--- src/rtl/bus_pkg.sv ---
// Shared bus definitions for the 8227 memory-bus arbiter and the top-level integration.
// Latency: n/a (types and constants only).
// Backpressure: n/a.
package bus_pkg;

  localparam int BUS_ADDR_W = 16;
  localparam int BUS_DATA_W = 8;

  // Bus ownership phases of the arbiter.
  typedef enum logic [1:0] {
    CPU_OWN,
    DRAIN,
    DMA_OWN,
    COOLDOWN
  } arb_state_t;

endpackage

--- src/rtl/bus_mux.sv ---
// CPU/DMA select for memory address, write data and write strobe.
// Latency: purely combinational, zero cycles.
// Backpressure: none; the owner bit comes from the arbiter's registered state.
//
// Ports:
//   dma_sel            - 1 = DMA owns the bus (registered owner bit)
//   dma_last           - final cycle of the current DMA transfer
//   cpu_*              - core address, write data, direction and strobe
//   dma_*              - DMA address, write data and direction
//   mem_*              - muxed memory address, write data and write enable
module bus_mux
  import bus_pkg::*;
(
  input  logic                  dma_sel,
  input  logic                  dma_last,
  input  logic [BUS_ADDR_W-1:0] cpu_addr,
  input  logic [BUS_DATA_W-1:0] cpu_wdata,
  input  logic                  cpu_rnw,
  input  logic                  cpu_strobe,
  input  logic [BUS_ADDR_W-1:0] dma_addr,
  input  logic [BUS_DATA_W-1:0] dma_wdata,
  input  logic                  dma_write,
  output logic [BUS_ADDR_W-1:0] mem_addr,
  output logic [BUS_DATA_W-1:0] mem_wdata,
  output logic                  mem_we
);

  always_comb begin
    if (dma_sel) begin
      mem_addr  = dma_addr;
      mem_wdata = dma_wdata;
      // Memory only sees the DMA write once the wait states have elapsed.
      mem_we    = dma_write & dma_last;
    end else begin
      mem_addr  = cpu_addr;
      mem_wdata = cpu_wdata;
      // Core writes pass straight through, also while ready is withdrawn,
      // because the core ignores ready on write cycles.
      mem_we    = ~cpu_rnw & cpu_strobe;
    end
  end

endmodule

--- src/rtl/bus_arbiter.sv ---
// Shares the external memory bus between the 8227 core and a DMA requester.
// Latency: request -> cpuReady low 1 cycle; grant 1 cycle after the first read strobe
//   while draining; each DMA transfer lasts WAIT_STATES+1 cycles, acked in its last cycle.
// Backpressure: stalls the core through cpuReady (reads only); DMA bursts are capped at
//   MAX_BURST transfers and followed by at least one core bus cycle.
//
// Ports:
//   clk, rst                          - clock, asynchronous active-high reset
//   cpuAddress/cpuDataOut/cpuReadNotWrite/cpuStrobe - core bus-cycle inputs
//   cpuReady                          - core ready input
//   dmaReq/dmaAddress/dmaWriteData/dmaWrite - DMA request level and transfer
//   dmaGrant/dmaAck                   - DMA owns bus / transfer complete pulse
//   memAddress/memWriteData/memWriteEnable - muxed memory bus
//   memReadData                       - memory read data (forwarded outside this block)
module bus_arbiter
  import bus_pkg::*;
#(
  parameter int WAIT_STATES = 1,
  parameter int MAX_BURST   = 16
) (
  input  logic                  clk,
  input  logic                  rst,
  input  logic [BUS_ADDR_W-1:0] cpuAddress,
  input  logic [BUS_DATA_W-1:0] cpuDataOut,
  input  logic                  cpuReadNotWrite,
  input  logic                  cpuStrobe,
  output logic                  cpuReady,
  input  logic                  dmaReq,
  input  logic [BUS_ADDR_W-1:0] dmaAddress,
  input  logic [BUS_DATA_W-1:0] dmaWriteData,
  input  logic                  dmaWrite,
  output logic                  dmaGrant,
  output logic                  dmaAck,
  output logic [BUS_ADDR_W-1:0] memAddress,
  output logic [BUS_DATA_W-1:0] memWriteData,
  output logic                  memWriteEnable,
  input  logic [BUS_DATA_W-1:0] memReadData
);

  localparam logic [2:0] WAIT_LOAD = 3'(WAIT_STATES);
  localparam logic [7:0] BURST_MAX = 8'(MAX_BURST);

  arb_state_t state_q, state_d;
  logic [2:0] wait_cnt_q, wait_cnt_d;
  logic [7:0] burst_cnt_q, burst_cnt_d;
  logic [7:0] burst_inc;
  logic       cpu_ready_q, cpu_ready_d;
  logic       owner_q, owner_d;
  logic       dma_ack_q, dma_ack_d;

  // Read data is routed outside this block; it is listed here only to keep the
  // pin list complete for integration.
  logic       unused_rdata;
  assign unused_rdata = ^memReadData;

  always_comb begin
    state_d     = state_q;
    wait_cnt_d  = wait_cnt_q;
    burst_cnt_d = burst_cnt_q;
    // Saturating increment: the burst count never wraps past the limit.
    burst_inc   = (burst_cnt_q < BURST_MAX) ? burst_cnt_q + 8'd1 : burst_cnt_q;

    unique case (state_q)
      CPU_OWN: begin
        if (dmaReq) state_d = DRAIN;
      end
      DRAIN: begin
        // A dropped request wins over a simultaneous read strobe.
        if (!dmaReq) begin
          state_d = CPU_OWN;
        end else if (cpuStrobe && cpuReadNotWrite) begin
          // A read strobe with ready low means the core is now halted.
          state_d     = DMA_OWN;
          burst_cnt_d = 8'd0;
          wait_cnt_d  = WAIT_LOAD;
        end
      end
      DMA_OWN: begin
        if (wait_cnt_q != 3'd0) begin
          wait_cnt_d = wait_cnt_q - 3'd1;
        end else begin
          // Transfer boundary: the request level is only honoured here,
          // so a release mid-transfer still lets the transfer finish.
          burst_cnt_d = burst_inc;
          wait_cnt_d  = WAIT_LOAD;
          if (!dmaReq || (burst_inc >= BURST_MAX)) state_d = COOLDOWN;
        end
      end
      COOLDOWN: begin
        if (cpuStrobe) state_d = CPU_OWN;
      end
      default: state_d = CPU_OWN;
    endcase

    // Outputs are registered from the next-state view so that they line up
    // with the state they describe.
    cpu_ready_d = (state_d == CPU_OWN) || (state_d == COOLDOWN);
    owner_d     = (state_d == DMA_OWN);
    dma_ack_d   = (state_d == DMA_OWN) && (wait_cnt_d == 3'd0);
  end

  always_ff @(posedge clk or posedge rst) begin
    if (rst) begin
      state_q     <= CPU_OWN;
      wait_cnt_q  <= 3'd0;
      burst_cnt_q <= 8'd0;
      cpu_ready_q <= 1'b1;
      owner_q     <= 1'b0;
      dma_ack_q   <= 1'b0;
    end else begin
      state_q     <= state_d;
      wait_cnt_q  <= wait_cnt_d;
      burst_cnt_q <= burst_cnt_d;
      cpu_ready_q <= cpu_ready_d;
      owner_q     <= owner_d;
      dma_ack_q   <= dma_ack_d;
    end
  end

  assign cpuReady = cpu_ready_q;
  assign dmaGrant = owner_q;
  assign dmaAck   = dma_ack_q;

  // The ack marks the last cycle of a transfer, which is also when the DMA
  // write strobe is allowed through.
  bus_mux u_mux (
    .dma_sel    (owner_q),
    .dma_last   (dma_ack_q),
    .cpu_addr   (cpuAddress),
    .cpu_wdata  (cpuDataOut),
    .cpu_rnw    (cpuReadNotWrite),
    .cpu_strobe (cpuStrobe),
    .dma_addr   (dmaAddress),
    .dma_wdata  (dmaWriteData),
    .dma_write  (dmaWrite),
    .mem_addr   (memAddress),
    .mem_wdata  (memWriteData),
    .mem_we     (memWriteEnable)
  );

endmodule

--- config.mk ---
export PLATFORM = sky130hd
export DESIGN_NAME = bus_arbiter
export DESIGN_NICKNAME = d
export VERILOG_FILES = /design/src/rtl/bus_pkg.sv /design/src/rtl/bus_mux.sv /design/src/rtl/bus_arbiter.sv
export SDC_FILE = /design/constraint.sdc
export NUM_CORES = 1
export LEC_CHECK = 0
export BUFFER_PORTS_ARGS = -buffer_cell sky130_fd_sc_hd__buf_2
export CORE_MARGIN = 1
export CORE_UTILIZATION = 40
export DETAILED_ROUTE_END_ITERATION = 10
export HOLD_SLACK_MARGIN = 0.03
export PLACE_DENSITY = 0.84
export SYNTH_ARGS = -nofsm -noshare
export SYNTH_HDL_FRONTEND = slang
export SYNTH_SLANG_ARGS = --single-unit
--- constraint.sdc ---
create_clock -name clk -period 2.5 [get_ports clk]
set_input_delay 0.125 -clock clk [delete_from_list [all_inputs] [get_ports clk]]
set_output_delay 0.125 -clock clk [all_outputs]
set_load 0.05 [all_outputs]
==> impl_metrics.toml <==
[critical_path]
worst_setup_path_start_kind = "flop"
cp_max_fo = 10
worstPathCellList = "inv_1 > ha_1 > nand2_1 > a31oi_1 > mux2_2 > o32ai_1 > ha_1 > inv_1 > nor4_1"
worst-path-stages = 9
slowest_delay_ps = 430
worst-r2r-cell-count = 9
crit_arrival_ps = 2320
crit_required_ps = 2690
worst-path-buf-inv = 2
criticalPathCategory = "reg2reg"
worstSetupEndpointType = "flop"
slowest_stage = "dfrtp_1"
cp_top_family = "adder cells"

[sta]
slew_violations = 0
rsz0062_at_grt = "no"
slew_headroom = 0.377
fin_setup_tns_ps = 0
period_minus_slack_ps = 2130
fmax_mhz = 469
setup_viol = 0
fin_skew_ps = 1.58
period_share = 0.854
hold_viol_final = 0
worst_pin_slew_ps = 935

[synthesis]
synth_edf_count = 0
syn_nets = 185
yosys_register_bits = 16
syn-cell-area_sq_um = 1190
synth_top_family_by_area = "multiplexers"
synth_xor_area_frac = 0.00738
async_flop_share = 1.00
synth_cell_types = 34
synth_mux_area_frac = 0.258
yosys_warnings = 0
synthAdderAreaFrac = 0.0843
synth_compound_area_frac = 0.118
yosys.area_share.simple = 0.159
syn-mean-instance-area_sq_um = 10.3
yosys_most_used_dff = "dfrtp_1"
ys_seq_area_frac = 0.338
synth_cells = 115

[power]
p_sw_frac = 0.513
power.density_nw_per_um2 = 1070
switching_power_uw = 914
p_comb_frac = 0.654
ir_drop_mv = 0.624
p_clk_frac = 0.093
seqPwrFrac = 0.253
power.leakage_uw = 0.000875
p_int_uw = 867

[clock_network]
cts_buffer_depth = 2
post_cts_buffers = 0
cts_buffers = 3
htree_levels = 1
clock_latency_ps = 280
tritoncts = "yes"
cts.sinks = 16
clk_pin_slew_worst_paths_ps = 90
root_buffer = "clkbuf_4"

[placed_design]
postPlaceCellArea_sq_um = 1620
gp_congestion = 0.834
io_buffers = 81
dp_hpwl_um = 2410

[floorplan]
dieArea_sq_um = 3190
die_h_um = 56.5
die_width_um = 56.5
initial_utilization = 0.427
ios = 90
placementRows = 19
core_area_sq_um = 2780

[detailed_routing]
drtIter0Drc = 36
via_per_inst = 5.09
drcViolationCount = 0
vias = 1166
wl_per_cell_um = 12.7
final_antenna_net_count = 0
dr.pass1.iters = 4
wirelength_um = 2900

[finish]
antenna_cells = 0
drive_above_1_share = 0.596
fill_cells = 242
stdcell_area_sq_um = 1670
synthToLayoutAreaGrowth_pct = 40.7
regArea_sq_um = 402
multi_input_area_sq_um = 744
fin_nets = 269

[min_path]
hold_path_class = "in2reg"
hold_path_depth = 4

[global_routing]
grt_pass1_wl_um = 4620
antenna_found_initial = 0
first_global_vias = 1073
grt.overflow.total = 0
grt_util_all_layers = 0.181
grt_max_degree = 28

[status]
status = "completed"

[run]
maxCapViolCount = 0
logic make-up after synthesis:
logic type / after synthesis
AOI/OAI and AO/OA: 17
xor gates and xnor gates: 1
buffers and inverters: 11
muxes: 27
DFF: 16
adders and majority gates: 8
and+or+nand+nor: 35
worst paths after layout:
path / slack (ps) / from / to
hold / removal: 250 / dmaReq / state_q[1]
max in group asynchronous: 1680 / rst / wait_cnt_q[1]
min in group asynchronous: 440 / rst / wait_cnt_q[2]
hold reg to reg: 540 / burst_cnt_q[4] / burst_cnt_q[4]
setup / recovery: 370 / state_q[0] / dmaAck
setup reg to reg: 370 / state_q[0] / dmaAck
worst reg2reg max path: stages, from the launching register on:
cell and delay (ps):
dfrtp_1 430, inv_1 90, ha_1 320, nand2_1 190, a31oi_1 60, mux2_2 280
o32ai_1 140, ha_1 230, inv_1 50, nor4_1 260
per-layer routing:
metal  share of wire  up-vias  track usage
li1                -      577            -
met1            0.40      529        0.217
met2            0.49       51        0.316
met3           0.082        9       0.0369
met4           0.022        0       0.0662
met5               0        -            0
cell usage in the layout (no fill, tap or decap), types with 4 or more instances in the layout:
cell type  netlist  layout
mux2_2          25      25
dfrtp_1         15      15
ha_1             8       8
nor2b_1          4       4
nand2b_1         5       5
buf_2            0      81
inv_1            7       7
nor2_1           8       8
nand2_1          7       7
sequential cells by signal, indices dropped and copies added, names as in the netlist:
| register | flops |
|---|---|
| burst_cnt_q | 8 |
| cpuReady | 1 |
| state_q | 2 |
| dmaGrant | 1 |
| dmaAck | 1 |
| wait_cnt_q | 3 |
area by class of cell:
class	instances	share of cell area
tap	31	0.0232
inverter	7	0.0157
sequential	16	0.240
multi-input combinational	88	0.446
clock buffer	4	0.0217
timing repair buffer	83	0.253
synth_stat cells, types with 2 or more instances:
| library cell | count | area, sq um |
|---|---|---|
| nand2_1 | 7 | 26.3 |
| mux2_2 | 25 | 282 |
| ha_1 | 8 | 100 |
| clkbuf_1 | 4 | 15.0 |
| dfrtp_1 | 15 | 375 |
| nor2b_1 | 4 | 25.0 |
| nand2b_1 | 5 | 31.3 |
| a21oi_1 | 3 | 15.0 |
| inv_1 | 7 | 26.3 |
| nand3_1 | 3 | 15.0 |
| o21ai_0 | 3 | 15.0 |
| nor2_1 | 8 | 30.0 |
| nor4_1 | 2 | 12.5 |
power groups by stage:
| stage | Clock [uW] | Combinational (uW) | Sequential (uW) |
|---|---|---|---|
| 6_report | 166 | 1160 | 450 |
| 5_1_grt | 186 | 1240 | 464 |
| 4_1_cts | 174 | 1170 | 450 |
| 3_5_place_dp | 0 | 1170 | 456 |
| 3_3_place_gp | 0 | 1150 | 450 |
| 2_1_floorplan | 0 | 927 | 468 |
metrics by stage:
stage	setup WS (ps)	hold slack, ps	util	cells	power (uW)
floorplan	336	38.0	-	115	1400
global placement	448	216	0.584	224	1600
detailed placement	388	226	0.584	224	1620
CTS	358	232	0.601	229	1800
global route	162	277	0.601	229	1890
finish	366	245	0.601	229	1780
timing repair:
item / 4_1_cts / 5_1_grt
hold endpoints to repair: 15 / 0
gates resized for setup: 0 / 0
hold buffers: 1 / 0
(Power assumes the default switching activity.)
